[src/rtl/riscv_core_mem_arbiter.sv]
// -----------------------------------------------------------------------------
// riscv_core_mem_arbiter
//
// Shares one memory port between the core's instruction-fetch (imem) and data
// (dmem) requesters. One request is granted per cycle. Data requests win by
// default. After STARVE_LIM consecutive lost arbitrations, fetch gets priority
// for one grant. Each granted request records its owner in an in-order tag
// FIFO. Each in-order memory response is steered back to the owner at the
// FIFO head.
//
// Parameters
//   DEPTH       maximum outstanding requests (power of two, >= 2)
//   STARVE_LIM  consecutive lost imem arbitrations before imem gets priority
//
// Ports
//   clk, reset                       clock, asynchronous active-high reset
//   imemreq_*  / imemresp_*          fetch request (val/rdy/addr), response
//   dmemreq_*  / dmemresp_*          data request (val/rdy/rw/len/addr/data),
//                                    response (includes store acks)
//   memreq_*   / memresp_*           shared memory request and response
//   outstanding                      current tag FIFO occupancy
//   err_spurious                     sticky: response seen with nothing pending
// -----------------------------------------------------------------------------
module riscv_core_mem_arbiter #(
    parameter int DEPTH      = 4,
    parameter int STARVE_LIM = 3
) (
    input  logic                   clk,
    input  logic                   reset,

    input  logic                   imemreq_val,
    output logic                   imemreq_rdy,
    input  logic [31:0]            imemreq_msg_addr,
    output logic                   imemresp_val,
    output logic [31:0]            imemresp_msg_data,

    input  logic                   dmemreq_val,
    output logic                   dmemreq_rdy,
    input  logic                   dmemreq_msg_rw,
    input  logic [1:0]             dmemreq_msg_len,
    input  logic [31:0]            dmemreq_msg_addr,
    input  logic [31:0]            dmemreq_msg_data,
    output logic                   dmemresp_val,
    output logic [31:0]            dmemresp_msg_data,

    output logic                   memreq_val,
    input  logic                   memreq_rdy,
    output logic                   memreq_msg_rw,
    output logic [1:0]             memreq_msg_len,
    output logic [31:0]            memreq_msg_addr,
    output logic [31:0]            memreq_msg_data,
    input  logic                   memresp_val,
    input  logic [31:0]            memresp_msg_data,

    output logic [$clog2(DEPTH):0] outstanding,
    output logic                   err_spurious
);

    localparam int PW = $clog2(DEPTH);
    localparam int CW = PW + 1;
    localparam int SW = $clog2(STARVE_LIM + 1);

    // Tag values stored per outstanding request.
    localparam logic TAG_IMEM = 1'b0;
    localparam logic TAG_DMEM = 1'b1;

    logic [DEPTH-1:0] tag_q,        tag_d;
    logic [PW-1:0]    head_q,       head_d;
    logic [PW-1:0]    tail_q,       tail_d;
    logic [CW-1:0]    count_q,      count_d;
    logic [SW-1:0]    starve_cnt_q, starve_cnt_d;
    logic             err_spurious_q, err_spurious_d;

    logic full;
    logic imem_pri;
    logic grant_i;
    logic grant_d;
    logic can_issue;
    logic fire;
    logic push;
    logic pop;
    logic head_tag;

    // NOTE: every signal written here gets a default first, so no path leaves a
    // value unassigned and no latch is inferred.
    always_comb begin
        full      = (count_q == CW'(DEPTH));
        imem_pri  = (starve_cnt_q == SW'(STARVE_LIM));

        // dmem wins whenever it is valid, unless fetch has been starved and is
        // also asking. A winner's rdy never looks at the loser's val.
        grant_d   = dmemreq_val & ~(imemreq_val & imem_pri);
        grant_i   = imemreq_val & ~grant_d;

        // Nothing is handshaken while reset is held: the FIFO would forget it.
        can_issue = ~full & ~reset;

        memreq_val  = (imemreq_val | dmemreq_val) & can_issue;
        imemreq_rdy = grant_i & memreq_rdy & can_issue;
        dmemreq_rdy = grant_d & memreq_rdy & can_issue;

        if (grant_d) begin
            memreq_msg_rw   = dmemreq_msg_rw;
            memreq_msg_len  = dmemreq_msg_len;
            memreq_msg_addr = dmemreq_msg_addr;
            memreq_msg_data = dmemreq_msg_data;
        end else begin
            memreq_msg_rw   = 1'b0;
            memreq_msg_len  = 2'd0;
            memreq_msg_addr = imemreq_msg_addr;
            memreq_msg_data = 32'd0;
        end

        fire = memreq_val & memreq_rdy;
        // full already blocks memreq_val, so a pop in the same cycle never
        // lets a push through.
        push = fire;
        pop  = memresp_val & (count_q != '0);

        head_tag          = tag_q[head_q];
        imemresp_val      = pop & (head_tag == TAG_IMEM);
        dmemresp_val      = pop & (head_tag == TAG_DMEM);
        imemresp_msg_data = memresp_msg_data;
        dmemresp_msg_data = memresp_msg_data;

        tag_d = tag_q;
        if (push) begin
            tag_d[tail_q] = grant_d ? TAG_DMEM : TAG_IMEM;
        end
        tail_d  = push ? tail_q + PW'(1) : tail_q;
        head_d  = pop  ? head_q + PW'(1) : head_q;
        count_d = count_q + CW'(push) - CW'(pop);

        // Starvation counts only real losses: dmem actually fired while fetch
        // was waiting. A stalled memory port leaves the count alone.
        starve_cnt_d = starve_cnt_q;
        if (fire && grant_i) begin
            starve_cnt_d = '0;
        end else if (fire && grant_d && imemreq_val && !imem_pri) begin
            starve_cnt_d = starve_cnt_q + SW'(1);
        end

        err_spurious_d = err_spurious_q | (memresp_val & (count_q == '0));

        outstanding  = count_q;
        err_spurious = err_spurious_q;
    end

    // NOTE: tag storage is not reset; an entry is only read while count is
    // nonzero, i.e. after it has been written, so stale contents are harmless.
    always_ff @(posedge clk) begin
        tag_q <= tag_d;
    end

    // NOTE: sequential state uses non-blocking assignments so every flop
    // samples the values from before the edge.
    always_ff @(posedge clk or posedge reset) begin
        if (reset) begin
            head_q         <= '0;
            tail_q         <= '0;
            count_q        <= '0;
            starve_cnt_q   <= '0;
            err_spurious_q <= 1'b0;
        end else begin
            head_q         <= head_d;
            tail_q         <= tail_d;
            count_q        <= count_d;
            starve_cnt_q   <= starve_cnt_d;
            err_spurious_q <= err_spurious_d;
        end
    end

endmodule
[config.mk]
export PLATFORM = sky130hd
export DESIGN_NAME = riscv_core_mem_arbiter
export DESIGN_NICKNAME = d
export VERILOG_FILES = /design/src/rtl/riscv_core_mem_arbiter.sv
export SDC_FILE = /design/constraint.sdc
export NUM_CORES = 1
export LEC_CHECK = 0
export CORE_AREA = 2 2 107 109
export CTS_BUF_LIST = sky130_fd_sc_hd__clkbuf_4 sky130_fd_sc_hd__clkbuf_8
export CTS_CLUSTER_SIZE = 25
export DETAILED_ROUTE_END_ITERATION = 8
export DIE_AREA = 0 0 109 111
export DONT_BUFFER_PORTS = 1
export PLACE_DENSITY_LB_ADDON = 0.1
export SETUP_SLACK_MARGIN = 0.15
export SKIP_CTS_REPAIR_TIMING = 1
export SYNTH_ARGS = -nofsm -noshare
export SYNTH_HDL_FRONTEND = slang
export SYNTH_SLANG_ARGS = --single-unit
[constraint.sdc]
create_clock -name clk -period 2.3 [get_ports clk]
set_input_delay 0.46 -clock clk [delete_from_list [all_inputs] [get_ports clk]]
set_output_delay 0.46 -clock clk [all_outputs]
set_load 0.1 [all_outputs]
* After elaboration in Yosys (flattened, before gate mapping)
Index checks and enable logic that the tools add are counted.
** Cells by class
- Add/sub/neg operators :: 5
- $lt $le $gt $ge :: 3
- Equality and inequality tests :: 2
- Mux-type cells :: 12
- Bitwise gates (word level) :: 21
- Reduce and logical (&&, ||, !) cells :: 9
** Operators with widths (count)
- two-way mux 32 bit :: 2
- bitwise AND 1 bit :: 14
- adder 2 x 1 -> 2 bit, second input constant :: 3
- less-than comparator 2 x 3 -> 1 bit, second input constant :: 2
- two-way mux 2 bit :: 3
- logical AND 1 bit :: 5
- inverter 1 bit :: 5
- bitwise mux 4 bit :: 1
- two-way mux 1 bit :: 4
- adder 3 x 1 -> 3 bit :: 1
- equality test 3 bit, second input constant :: 1
- zero test 3 bit :: 1
- nonzero test 3 bit :: 1
- subtractor 3 x 1 -> 3 bit :: 1
- binary-select mux 1 bit (select 2 bit) :: 1
- demux 1 bit (select 2 bit) :: 1
- equality test 2 bit, second input constant :: 1
- greater-or-equal comparator 2 x 1 -> 1 bit, second input constant :: 1
- OR 1 bit :: 2
- nonzero test 2 bit :: 1
- zero test 1 bit :: 1
** Storage, ports and cells
- Register bits after elaboration :: 14
- Bits of input ports :: 137
- Output and inout bits :: 140
- Logic and storage cells :: 58

* Logic depth before layout (Yosys ltp)
- Word-level depth :: 10
- Mapped depth :: 10

* Worst setup path before layout
No wires, ideal clock.
- Kind :: reg-to-output
- Start point :: reg count_q[1] (netlist: outstanding[1])
- End point :: out dmemreq_rdy
- Data arrival time :: 3.293 ns
- Data required time :: 1.840 ns
- Setup slack :: -1.453 ns
- Cell stages (with the launch flop) :: 3
- Path buffers :: 0
- Path through :: dfrtp_1 nor3b_4 nor3_1
** Between the ends
- Word-level cells in the longest chain between the ends :: 4
** RTL lines
- start: declaration :: line 70 : logic [CW-1:0] count_q, count_d;
- start signal: assignment :: line 167 : count_q <= count_d;
- equality test 3 bit :: line 87 : full = (count_q == CW'(DEPTH));
- inverter 1 bit :: line 96 : can_issue = ~full & ~reset;
- bitwise AND 1 bit :: line 96
- bitwise AND 1 bit :: line 100 : dmemreq_rdy = grant_d & memreq_rdy & can_issue;
- end: declaration :: line 38 : output logic dmemreq_rdy,
Every way passes these cells.

* Final worst setup path
- Start point :: reg starve_cnt_q[0]
- End point :: out memreq_msg_addr[11]
** Between the ends
- Word-level cells in the longest chain between the ends :: 5
** RTL lines
- start: declaration :: line 71 : logic [SW-1:0] starve_cnt_q, starve_cnt_d;
- start signal: assignment :: line 168 : starve_cnt_q <= starve_cnt_d;
- equality test 2 bit :: line 88 : imem_pri = (starve_cnt_q == SW'(STARVE_LIM));
- bitwise AND 1 bit :: line 92 : grant_d = dmemreq_val & ~(imemreq_val & imem_pri);
- inverter 1 bit :: line 92
- bitwise AND 1 bit :: line 92
- two-way mux 32 bit :: line 102 : if (grant_d) begin
- end: declaration :: line 50 : output logic [31:0] memreq_msg_addr,
Every way passes these cells.

==> summary by stage <==
Timing
Timing would allow up to 431 MHz. The worst hold slack after final layout is 96.0 ps. The worst-margin pin slew is 904 ps. The max-slew violation count is 0.

For the final database, setup skew stands at approximately 1.5 ps. Setup repair after global routing could not meet its margin everywhere. The worst pin sits at a relative slew slack of 0.397. Once routing completed, OpenROAD measured the worst setup slack at -17.6 ps. The final number of hold-violating endpoints is 0. The part of the cycle the worst path needs is 1.01. Setup violations remaining at the end of the flow were counted as 7. The shortest period the worst path allows is 2320 ps.

Cells and area
Of the cells placed in the final design, the portion with a size suffix greater than 1 is 0.838. The final design area excluding fillers is 3680 um^2. The number of antenna repair diodes is 0.

After the last flow step, the layout net total stands at 381. For this run, the number of standard cells in the final layout without fillers is 378. Compared with the post-synthesis result, the final layout area differs by 96.1%. Counting the fill cells in the layout gives between 1000 and 1500.

Clock network
The later pin in the worst-skew pair is clocked with a latency of 240 ps. The clock tree from TritonCTS is built. The count of clock tree sinks is 14. The TritonCTS buffer count is 3. In this run the number of H-tree levels came out at 1. The buffer cell driving the clock tree root is clkbuf_8. After clock tree synthesis, the clock-pin slew on the worst setup and hold paths is 60 ps. The clock passes through at most 2 buffers.

Critical path
The type of element launching the critical path is a flop. The data arrival at the endpoint of the critical path is 1860 ps. The sort of element at the end of the critical path is a primary output. The critical path start-end classification is reg2out. The highest fanout seen on the critical path is 13. The required time of the critical path is 1840 ps.

Synthesis
The Yosys step of the flow raised 0 warnings. The net count of the mapped netlist is 344. Synthesis inferred 14 register bits.

The total standard cell area after synthesis is 1880 um^2. In this run, distinct cell masters in the synthesized netlist total 25. Averaged over all synthesized cells, the footprint is about 9.4 um^2. The gate count after technology mapping is 199. Of the synthesized area, sequential elements account for 0.197.

Floorplan
The die covers roughly 12000 um^2. For this design the top-level I/O count stands at about 280. The chip width is 109 um. The vertical extent of the die is 111 um. The initial utilization of the core area, before any placement, comes to 0.169.

The floorplan has 39 rows. The total area inside the core boundary comes to 11100 um^2.

Place
The congestion estimate from routability-driven global placement came to 0.637. The placed cell area is 3140 um^2. The total placed cells including tap cells is about 350. During placement, the flow inserted port buffers numbering 0. The placed wire-length estimate is 5510 um.

Flow run
Max-cap violations in this run came to 0.

Drt
The total via count after detailed routing is 1437. The DRC violations left is 0. The detailed-route wire length per cell is 19.1 um.

The routed design has 7220 um of wire. For this run, the detailed router's first-pass iteration total came to 3. The initial detailed-routing violation count is 23.

Using the TritonRoute via totals, the vias-per-cell ratio works out to roughly 3.8. In this run the remaining antenna-violating nets after routing total 0.

Global route
The number of global-route vias before repair was 1449. The initial antenna violation count came to 1. The wire length of the first global-routing pass is 8460 um. The combined global-route utilization of all metal layers is 0.0912.

Entering global routing, the biggest net connects 54 pins. Summed over all layers, the global routing overflow is 0.

Min path
The path category of the worst min-delay check is in2async.

Status
The run finished, with violations left. The checks that failed: setup timing.

Power and ir drop
The worst voltage drop across the vdd grid is between 0.0008 and 0.0009 V. Power spread over the standard cell area amounts to a little over 900 nW/um^2. After layout, the design draws a total of roughly 3.4 mW. The total leakage power is between 1.5 and 2 nW.
## routing by layer
| metal | vias up | wire length [um] | global-route usage |
|---|---|---|---|
| li1 | 649 | - | - |
| met1 | 662 | 2330 | 0.0867 |
| met2 | 120 | 4160 | 0.183 |
| met3 | 4 | 709 | 0.0382 |
| met4 | 2 | 15 | 0.00684 |
| met5 | - | 13 | 0 |
## state kept, by name, indices dropped and copies added, names as in the netlist
signal,cells
outstanding,3
tag_q,4
starve_cnt_q,2
err_spurious,1
head_q,2
tail_q,2
## stage by stage
stage | TNS, ps | util | setup slack [ps]
2_1_floorplan | -914 | - | -274
3_3_place_gp | 0 | 0.283 | 79.8
3_5_place_dp | 0 | 0.283 | 6.30
4_1_cts | -2000 | 0.287 | -84.3
5_1_grt | -757 | 0.332 | -76.3
6_report | -80.0 | 0.332 | -17.6
## cell usage after synthesis
| cell | count | area share |
|---|---|---|
| nor4b_4 | 1 | 0.013 |
| clkbuf_1 | 4 | 0.0080 |
| xor2_1 | 1 | 0.0047 |
| nor3b_4 | 1 | 0.010 |
| inv_1 | 9 | 0.018 |
| mux2_2 | 32 | 0.19 |
| a21boi_2 | 1 | 0.0060 |
| ha_1 | 7 | 0.047 |
| o31a_2 | 1 | 0.0053 |
| mux2_4 | 1 | 0.0080 |
| buf_4 | 67 | 0.27 |
| fa_1 | 1 | 0.011 |
| xnor2_1 | 4 | 0.019 |
| and2_1 | 36 | 0.12 |
| a21o_1 | 1 | 0.0040 |
| edfxtp_1 | 4 | 0.064 |
| nand2_1 | 4 | 0.0080 |
| dfrtp_1 | 10 | 0.13 |
| nor3_1 | 3 | 0.0080 |
| and2_2 | 4 | 0.016 |
| nor2b_1 | 2 | 0.0067 |
| mux2i_1 | 2 | 0.011 |
| nor2_1 | 1 | 0.0020 |
| mux4_2 | 1 | 0.012 |
| and4bb_2 | 1 | 0.0067 |
## power by group
group	internal, mW	total (mW)	leakage (nW)	switching, mW
registers	0.369	0.503	0.150	0.134
logic	1.07	2.74	1.47	1.66
clock network	0.118	0.197	0.0231	0.0796
total	1.56	3.44	1.64	1.88
## cells in the final DEF, fill, tap and decap left out, types with 2 or more instances in the layout
master	n
buf_12	75
and2_4	28
mux2_4	26
buf_4	14
and2_2	12
inv_1	8
mux2_2	7
dfrtp_1	7
ha_1	6
clkbuf_16	6
buf_6	6
edfxtp_1	4
nand2_1	3
xnor2_1	3
clkbuf_8	3
mux2i_1	2
nor3_4	2
buf_8	2
dfrtp_4	2
## final cells by class
cell class | instances | area [um^2] | share of cell area
repair buffers | 103 | 1850 | 0.504
multi-input cells | 105 | 1190 | 0.323
flip-flops and latches | 14 | 379 | 0.103
well taps | 143 | 179 | 0.0486
clock buffers | 3 | 41.3 | 0.0112
inverters | 9 | 33.8 | 0.00918
clock inverters | 1 | 3.75 | 0.00102
## worst max-delay path: stages (launching register included)
cell	delay, ps
dfrtp_1	380
ha_2	200
a21boi_4	160
buf_6	150
clkbuf_16	180
mux2_2	370
buf_12	170
## cell families (layout without fill, tap and decap cells)
group	count (synthesis)	count (layout)	synth area share
AO/OA/AOI/OAI	3	3	0.0153
multiplexers	36	36	0.223
XOR/XNOR	5	5	0.0233
adder cells (fa/ha/maj)	8	8	0.0573
AND/OR/NAND/NOR	53	53	0.190
buffers and inverters	80	116	0.294
flip-flops	14	14	0.197
## worst paths after layout
path | cells after the start | from | endpoint | slack, ps
setup / recovery | 6 | starve_cnt_q[0] | memreq_msg_addr[11] | -20
hold / removal | 1 | reset | tail_q[1] | 100
setup reg to reg | 9 | outstanding[2] | outstanding[2] | 40
hold reg to reg | 1 | head_q[1] | head_q[1] | 480
max in group asynchronous | 1 | reset | outstanding[2] | 1880
min in group clk | 1 | memresp_val | err_spurious | 340
Note: power is estimated with default switching activity, not from simulation.
